--- src/rtl/rx_framing_decoder.sv ---
// 8b/10b receive framing decoder: turns a 64-byte symbol beat into per-byte TLP/DLLP markers,
// tracking framing state across beats and counting beats that contain framing violations.
module rx_framing_decoder (
   input  logic         clk,
   input  logic         reset,
   input  logic         in_valid,
   input  logic [511:0] in_data,
   input  logic [63:0]  in_datak,
   input  logic         err_clr,
   output logic [511:0] packetData,
   output logic [63:0]  packetValid,
   output logic [63:0]  tlpstart,
   output logic [63:0]  dllpstart,
   output logic [63:0]  tlpend,
   output logic [63:0]  dllpend,
   output logic [63:0]  edb,
   output logic         framing_error,
   output logic [15:0]  err_count
);

   localparam logic [7:0] SymStp = 8'hFB;
   localparam logic [7:0] SymSdp = 8'h5C;
   localparam logic [7:0] SymEnd = 8'hFD;
   localparam logic [7:0] SymEdb = 8'hFE;
   localparam logic [2:0] DllpLen = 3'd6;

   typedef enum logic [1:0] {StIdle, StTlp, StDllp} state_e;

   state_e      state_q, state_d;
   logic [2:0]  dcnt_q, dcnt_d;
   logic [63:0] pv_d, ts_d, ds_d, te_d, de_d, edb_d;
   logic        viol_d;
   logic [7:0]  sym;
   logic        symk;

   // Walk the beat byte by byte; state_d/dcnt_d carry the running framing context.
   always_comb begin
      state_d = state_q;
      dcnt_d  = dcnt_q;
      pv_d    = '0;
      ts_d    = '0;
      ds_d    = '0;
      te_d    = '0;
      de_d    = '0;
      edb_d   = '0;
      viol_d  = 1'b0;
      sym     = '0;
      symk    = 1'b0;
      if (in_valid) begin
         for (int i = 0; i < 64; i++) begin
            sym  = in_data[8*i +: 8];
            symk = in_datak[i];
            case (state_d)
               StIdle: begin
                  if (symk && sym == SymStp) begin
                     ts_d[i] = 1'b1;
                     state_d = StTlp;
                  end else if (symk && sym == SymSdp) begin
                     ds_d[i] = 1'b1;
                     state_d = StDllp;
                     dcnt_d  = '0;
                  end else if (!symk) begin
                     viol_d = 1'b1;
                  end
               end
               StTlp: begin
                  if (!symk) begin
                     pv_d[i] = 1'b1;
                  end else if (sym == SymEnd) begin
                     te_d[i] = 1'b1;
                     state_d = StIdle;
                  end else begin
                     // Unexpected K inside a TLP is nullified rather than restarted.
                     edb_d[i] = 1'b1;
                     viol_d   = viol_d | (sym != SymEdb);
                     state_d  = StIdle;
                  end
               end
               StDllp: begin
                  if (!symk && dcnt_d < DllpLen) begin
                     pv_d[i] = 1'b1;
                     dcnt_d  = dcnt_d + 3'd1;
                  end else begin
                     de_d[i] = 1'b1;
                     viol_d  = viol_d | !(symk && sym == SymEnd && dcnt_d == DllpLen);
                     state_d = StIdle;
                  end
               end
               default: state_d = StIdle;
            endcase
         end
      end
   end

   always_ff @(posedge clk or negedge reset) begin
      if (!reset) begin
         state_q       <= StIdle;
         dcnt_q        <= '0;
         packetData    <= '0;
         packetValid   <= '0;
         tlpstart      <= '0;
         dllpstart     <= '0;
         tlpend        <= '0;
         dllpend       <= '0;
         edb           <= '0;
         framing_error <= 1'b0;
         err_count     <= '0;
      end else begin
         state_q       <= state_d;
         dcnt_q        <= dcnt_d;
         packetData    <= in_valid ? in_data : '0;
         packetValid   <= pv_d;
         tlpstart      <= ts_d;
         dllpstart     <= ds_d;
         tlpend        <= te_d;
         dllpend       <= de_d;
         edb           <= edb_d;
         framing_error <= viol_d;
         if (err_clr) begin
            err_count <= '0;
         end else if (viol_d && err_count != 16'hFFFF) begin
            err_count <= err_count + 16'd1;
         end
      end
   end

endmodule

--- config.mk ---
export PLATFORM = sky130hd
export DESIGN_NAME = rx_framing_decoder
export DESIGN_NICKNAME = d
export VERILOG_FILES = /design/src/rtl/rx_framing_decoder.sv
export SDC_FILE = /design/constraint.sdc
export NUM_CORES = 2
export LEC_CHECK = 0
export BUFFER_PORTS_ARGS = -buffer_cell sky130_fd_sc_hd__buf_2
export CAP_MARGIN = 5
export CORE_AREA = 2 2 583 585
export DETAILED_ROUTE_END_ITERATION = 12
export DIE_AREA = 0 0 585 587
export PLACE_DENSITY = 0.43
export SYNTH_ARGS = -nofsm -noshare
export SYNTH_HDL_FRONTEND = slang
export SYNTH_SLANG_ARGS = --single-unit
--- constraint.sdc ---
create_clock -name clk -period 109.8 [get_ports clk]
set_clock_uncertainty 0.2 [all_clocks]
set_input_delay 21.96 -clock clk [delete_from_list [all_inputs] [get_ports clk]]
set_output_delay 21.96 -clock clk [all_outputs]
set_load 0.005 [all_outputs]
# Word-level counts from Yosys, hierarchy flattened
# Cells that the tools add are included.
# totals
reg_bits	918
input_bits	580
out_inout_bits	913
elab_cells	3475
# op_classes
add_sub_neg	65
order_cmp	64
n_eq_ne	449
muxes	2246
bitwise	126
n_reduce_logical	514
# ops
op	n
$mux 1	1407
$eq 8x8->1 const B	128
$mux 3	255
$mux 2	319
$eq 8x7->1 const B	64
$mux 512	1
$ne 8x8->1 const B	64
$mux 64	6
$pmux 2 s3	64
$pmux 3 s2	64
$logic_and 1x1->1	321
$add 3x1->3 const B	64
$eq 3x3->1 const B	64
$lt 3x3->1 const B	64
$pmux 1 s3	64
$eq 2x1->1 const B	64
$eq 2x2->1 const B	64
$logic_not 1->1	128
$logic_not 2->1	64
$pmux 1 s2	64
$or 1x1->1	126
$mux 16	2
$add 16x1->16 const B	1
$ne 16x16->1 const B	1
$reduce_bool 2->1	1

# Longest topological paths before layout
# logic_depth
word_depth	326
ltp_mapped	468
mapped_depth_nobuf	434

# Worst setup path after synthesis
# OpenSTA, ideal clock, no wires.
# synth_timing
path_kind	input to register
startpoint	input port in_data[3]
endpoint	register err_count[11]
setup_ns	0.078
arrival_ns	95.179
required_time_ns	109.522
slack_ns	14.343
cell_stages	420
path_buffers	34
path_cell_list	and3_1 -> clkbuf_1 -> a41o_1 -> a21o_1 -> inv_2 -> ha_1 -> clkbuf_1 -> nand2b_1 -> o21a_1 -> o32a_1 -> inv_1 -> ha_1 -> clkbuf_1 -> nand2_1 -> a21o_1 -> o32a_1 -> a31o_4 -> inv_1 -> [... 384 more ...] -> a21o_1 -> inv_1 -> ha_1 -> inv_1 -> a21oi_1 -> o21bai_1 -> a221oi_1 -> ha_1 -> inv_1 -> a31oi_1 -> mux2i_1 -> o22ai_1 -> a21oi_1 -> o31ai_1 -> a32oi_1 -> buf_4 -> or4_1 -> a21oi_1
# synth_via
elab_chain_len	325
word_cells_on_any_way	1904
classes_between	add/sub: 62; order compare: 63; eq/ne: 193; mux: 1201; bitwise: 126; reduce/logical: 259
# synth_lines
element	line	rtl
start, declared	7	input logic [511:0] in_data,
$eq 8x7->1	58	end else if (symk && sym == SymSdp) begin
$logic_and 1x1->1	58	
$mux 3	58	
$mux 3	55	if (symk && sym == SymStp) begin
$pmux 3 s2	53	case (state_d)
$mux 3	49	if (in_valid) begin
$lt 3x3->1 / $eq 3x3->1 (equally long branches)	80, 85	
$logic_and 1x1->1, on equally long branches	80, 85	
[... 309 more ...]	n/a	
$logic_and 1x1->1 / $mux 1 (equally long branches)	85, 49	
$logic_not 1->1 (tied with other cells)	85	viol_d = viol_d | !(symk && sym == SymEnd && dcnt_d == DllpLen);
$or 1x1->1 (tied with other cells)	85	
$mux 1, on equally long branches	80, 55, 67	
$pmux 1 s3 (*)	53	
$mux 1 (*)	49	
$logic_and 1x1->1 (*)	121	end else if (viol_d && err_count != 16'hFFFF) begin
$reduce_bool 2->1 (no line) (*)	n/a	
end signal, assigned	122	err_count <= err_count + 16'd1;
end, declared	18	output logic [15:0] err_count
# Mark *: on every way between the ends. The rest lies on a longest branch, timed or not. The select of a mux whose other input is x is not followed.
# A chain may end at the register's enable or synchronous reset.

# Final worst setup path
# layout_timing
startpoint	input port in_datak[0]
endpoint	register err_count[4]
# layout_via
elab_chain_len	324
word_cells_on_any_way	1905
classes_between	add/sub: 62; order compare: 63; eq/ne: 189; mux: 1204; bitwise: 126; reduce/logical: 261
# layout_lines
element	line	rtl
start, declared	8	input logic [63:0] in_datak,
$logic_and 1x1->1 / $logic_not 1->1 (equally long branches)	58, 80	
$mux 3 / $logic_and 1x1->1 (equally long branches)	58, 80	
$mux 3, on equally long branches	55, 80	
$pmux 3 s2	53	
$mux 3	49	
$lt 3x3->1 / $eq 3x3->1 (equally long branches)	80, 85	
$logic_and 1x1->1, on equally long branches	80, 85	
$mux 3 / $logic_not 1->1 (equally long branches)	80, 85	
[... 308 more ...]	n/a	
$logic_and 1x1->1 / $mux 1 (equally long branches)	85, 49	
$logic_not 1->1 (tied with other cells)	85	
$or 1x1->1 (tied with other cells)	85	
$mux 1, on equally long branches	80, 55, 67	
$pmux 1 s3 (*)	53	
$mux 1 (*)	49	
$logic_and 1x1->1 (*)	121	
$reduce_bool 2->1 (no line) (*)	n/a	
# Marked as above.

==> flow_summary.ini <==
[die]
die_area_sq_um = 343000
initial_core_util_pct = 17.4
chipHeight_microns = 587
rows = 214
core_area_sq_um = 338000
ios = 1493
die_w_microns = 585

[timing]
period_needed_ns = 103.73
fmax_mhz = 9.64
hold_violations = 0
tightest_slew_ns = 1.02
drv_slew = 0
setup_viol = 0
slew_headroom_pct = 31.9
fin_crit_sh_pct = 94.5

[setup_path]
cp_num_cells = 391
critPathKind = in2reg
critPathTopFamily = compound AO/OA/AOI/OAI gates
cp_common_cell = inv_1
required_ns = 110.32
crit_path_max_fanout = 24
startpoint_type = input pin
critPathCaptureType = flip-flop
crit_arrival_ns = 104.25
crit_slowest_cell = or4b_2
cpPeakStageDelay_ns = 0.61
r2r_cells = 393
cp_num_buf_inv = 63

[grt]
grt_pass1_vias = 57900
grt_max_degree = 153
grt_antenna_before_repair = 116
grt_usage_pct = 18.1
grt_overflow = 0
grt_pass1_wl_microns = 450000

[synthesis]
synthFlopType = dfrtp_1
synth_top_area_share_pct = 39.1
synth_nets = 7490
synthesis.area_sq_um = 58800
yosys.cell_types.count = 143
syn_inst = 6525
synth_area_per_cell_sq_um = 9.01
yosys-top-cells-area = dfrtp_1 (39%), ha_1 (8.2%), and2_1 (6.2%)
yosys_warnings = 0
synth-seq-cells = 918
synth_seq_area_share_pct = 39.1
synth-edff-count = 0
synth_top_area_cell = dfrtp_1
async_flop_share_pct = 100

[job]
drv_cap = 0

[placement]
place_hpwl_microns = 268000
place_area_sq_um = 71300
gp_congestion = 0.930
portBuffers = 1492

[worst_hold_path]
worstHoldPathCells = 2
hold_path_class = reg2reg

[detailed_routing]
drt_iter0_drc = 4016
avgRoutedWirePerCell_microns = 25.7
drc = 0
ant_nets = 0
viasPerCell = 4.61
dr.pass1.iters = 5
vias = 58300
wl_microns = 325000

[clock_tree]
ctsLongestPathBuffers = 4
clkTransAtPathRegs_ns = 0.06
clkLatencyLatePin_ns = 0.80
cts_tree = yes
htreeDepth = 4
cts_made_buffers = 135
cts.sinks = 918
root_buffer = clkbuf_16
ctsHoldBuffers = 0

[finish]
drive_above_1_share_pct = 27.1
utilization_pct = 22.8
ff_latch_area_sq_um = 23000
syn_to_final_growth_pct = 30.9
multiInputGateArea_sq_um = 34000
nFillCells = 37200
finalNetCount = 8938
stdcell_area_sq_um = 77000
final_common_cell = buf_2
final_cell_mix = buf_2 (1490), dfrtp_1 (918), and2_1 (584)

[status]
status = finished, final reports clean

[power]
p_leak_uw = 0.0367
ir_worst_vdd_v = 0.0000305
powerDensity_nw_per_um2 = 35.8
layer usage:
metal,track usage [%],vias to the layer above,wire (microns)
li1,-,26500,-
met1,22.1,29000,134000
met2,30.9,2317,158000
met3,4.04,429,22000
met4,6.72,20,11700
met5,0,-,133
synth_stat cells (20+ instances only):
library cell    n
and3_1        251
or2_2          34
o22ai_1        31
a22oi_1        20
a21o_1         59
and2_1        586
nor2_1        482
inv_1         382
nor2b_1       125
or3_1          42
a21oi_1       313
dfrtp_1       918
o21ai_1        35
nand3_1       254
and4_1         60
ha_1          385
a311oi_1       37
nand4b_1       41
clkbuf_1      214
nor4b_1        40
a211oi_1       56
o211ai_1       61
nor3b_1        20
a31oi_1        97
a41oi_1        20
o21ai_0       209
o31ai_1        57
nor3_1        158
inv_2          48
nand2_1       450
a211o_1        27
nand4_1        97
or4_1          37
nand2b_1       81
o21a_1         26
xor2_1         52
o41ai_1        26
nor4_1         81
o21bai_1       37
what timing repair did:
item | 4_1_cts | 5_1_grt
pin swaps | 0 | 13
gates resized for setup | 15 | 164
endpoints found under the setup margin | 28 | 58
setup buffers | 0 | 27
path summary, 6_finish.rpt:
kind | startpoint | endpoint | slack, ns
max in group asynchronous | reset | packetData[357] | 84.35
hold / removal | err_count[7] | err_count[7] | 0.39
min in group asynchronous | reset | packetData[90] | 20.91
hold reg to reg | err_count[7] | err_count[7] | 0.39
setup reg to reg | state_q[0] | err_count[4] | 26.46
setup / recovery | in_datak[0] | err_count[4] | 6.07
logic make-up (layout without fill, tap and decap cells):
| family | Yosys count | after routing | share of synthesized area (%) |
|---|---|---|---|
| buf+inv | 677 | 2224 | 4.43 |
| mux | 28 | 28 | 0.513 |
| compound gates | 1514 | 1514 | 19.2 |
| other cells | 0 | 41 | 0 |
| flops | 918 | 918 | 39.1 |
| simple gates | 2938 | 2938 | 27.6 |
| fa+ha+maj | 385 | 385 | 8.19 |
| xor+xnor | 65 | 65 | 0.968 |
state kept, by name, summed over array words and instances, names as in the netlist:
register       flops
packetValid       64
dllpstart         64
packetData       512
dcnt_q             3
err_count         16
dllpend           64
state_q            2
edb               64
framing_error      1
tlpstart          64
tlpend            64
worst register-to-register path, delay by kind of cell (launching register included):
| family | cells | cell delay [ns] |
|---|---|---|
| multiplexers | 1 | 0.10 |
| adder cells (fa/ha/maj) | 59 | 17.46 |
| AO/OA/AOI/OAI | 150 | 33.76 |
| flip-flops | 1 | 0.42 |
| AND/OR/NAND/NOR | 119 | 23.23 |
| buffers and inverters | 64 | 8.04 |
final cells by class:
type | instances | share of cell area, %
Inverter | 433 | 2.13
Clock buffer | 174 | 4.91
Sequential cell | 918 | 29.8
Timing Repair Buffer | 1555 | 10.4
Multi-Input combinational cell | 4930 | 44.2
Antenna cell | 41 | 0.133
Clock inverter | 62 | 1.01
Tap cell | 4536 | 7.37
power by group:
group / switching, uW / leakage (uW) / internal (uW)
combinational: 1280 / 0.0222 / 653
sequential: 7.19 / 0.0123 / 353
clock: 184 / 0.00222 / 277
per-stage QoR:
step / instances / setup WS [ns] / hold WS [ns] / setup TNS [ns] / power (uW)
final: 12600 / 6.07 / 0.392 / 0 / 2760
after global routing: 12600 / -0.291 / 0.415 / -3.64 / 3010
after CTS: 12600 / 0.101 / 0.386 / 0 / 2710
after detailed placement: 12300 / -2.47 / 0.365 / -54.10 / 2220
after global placement: 12300 / -0.170 / 0.353 / -2.10 / 2230
after floorplan: 6525 / 14.34 / 0.350 / 0 / 1680
(Power assumes the default switching activity.)
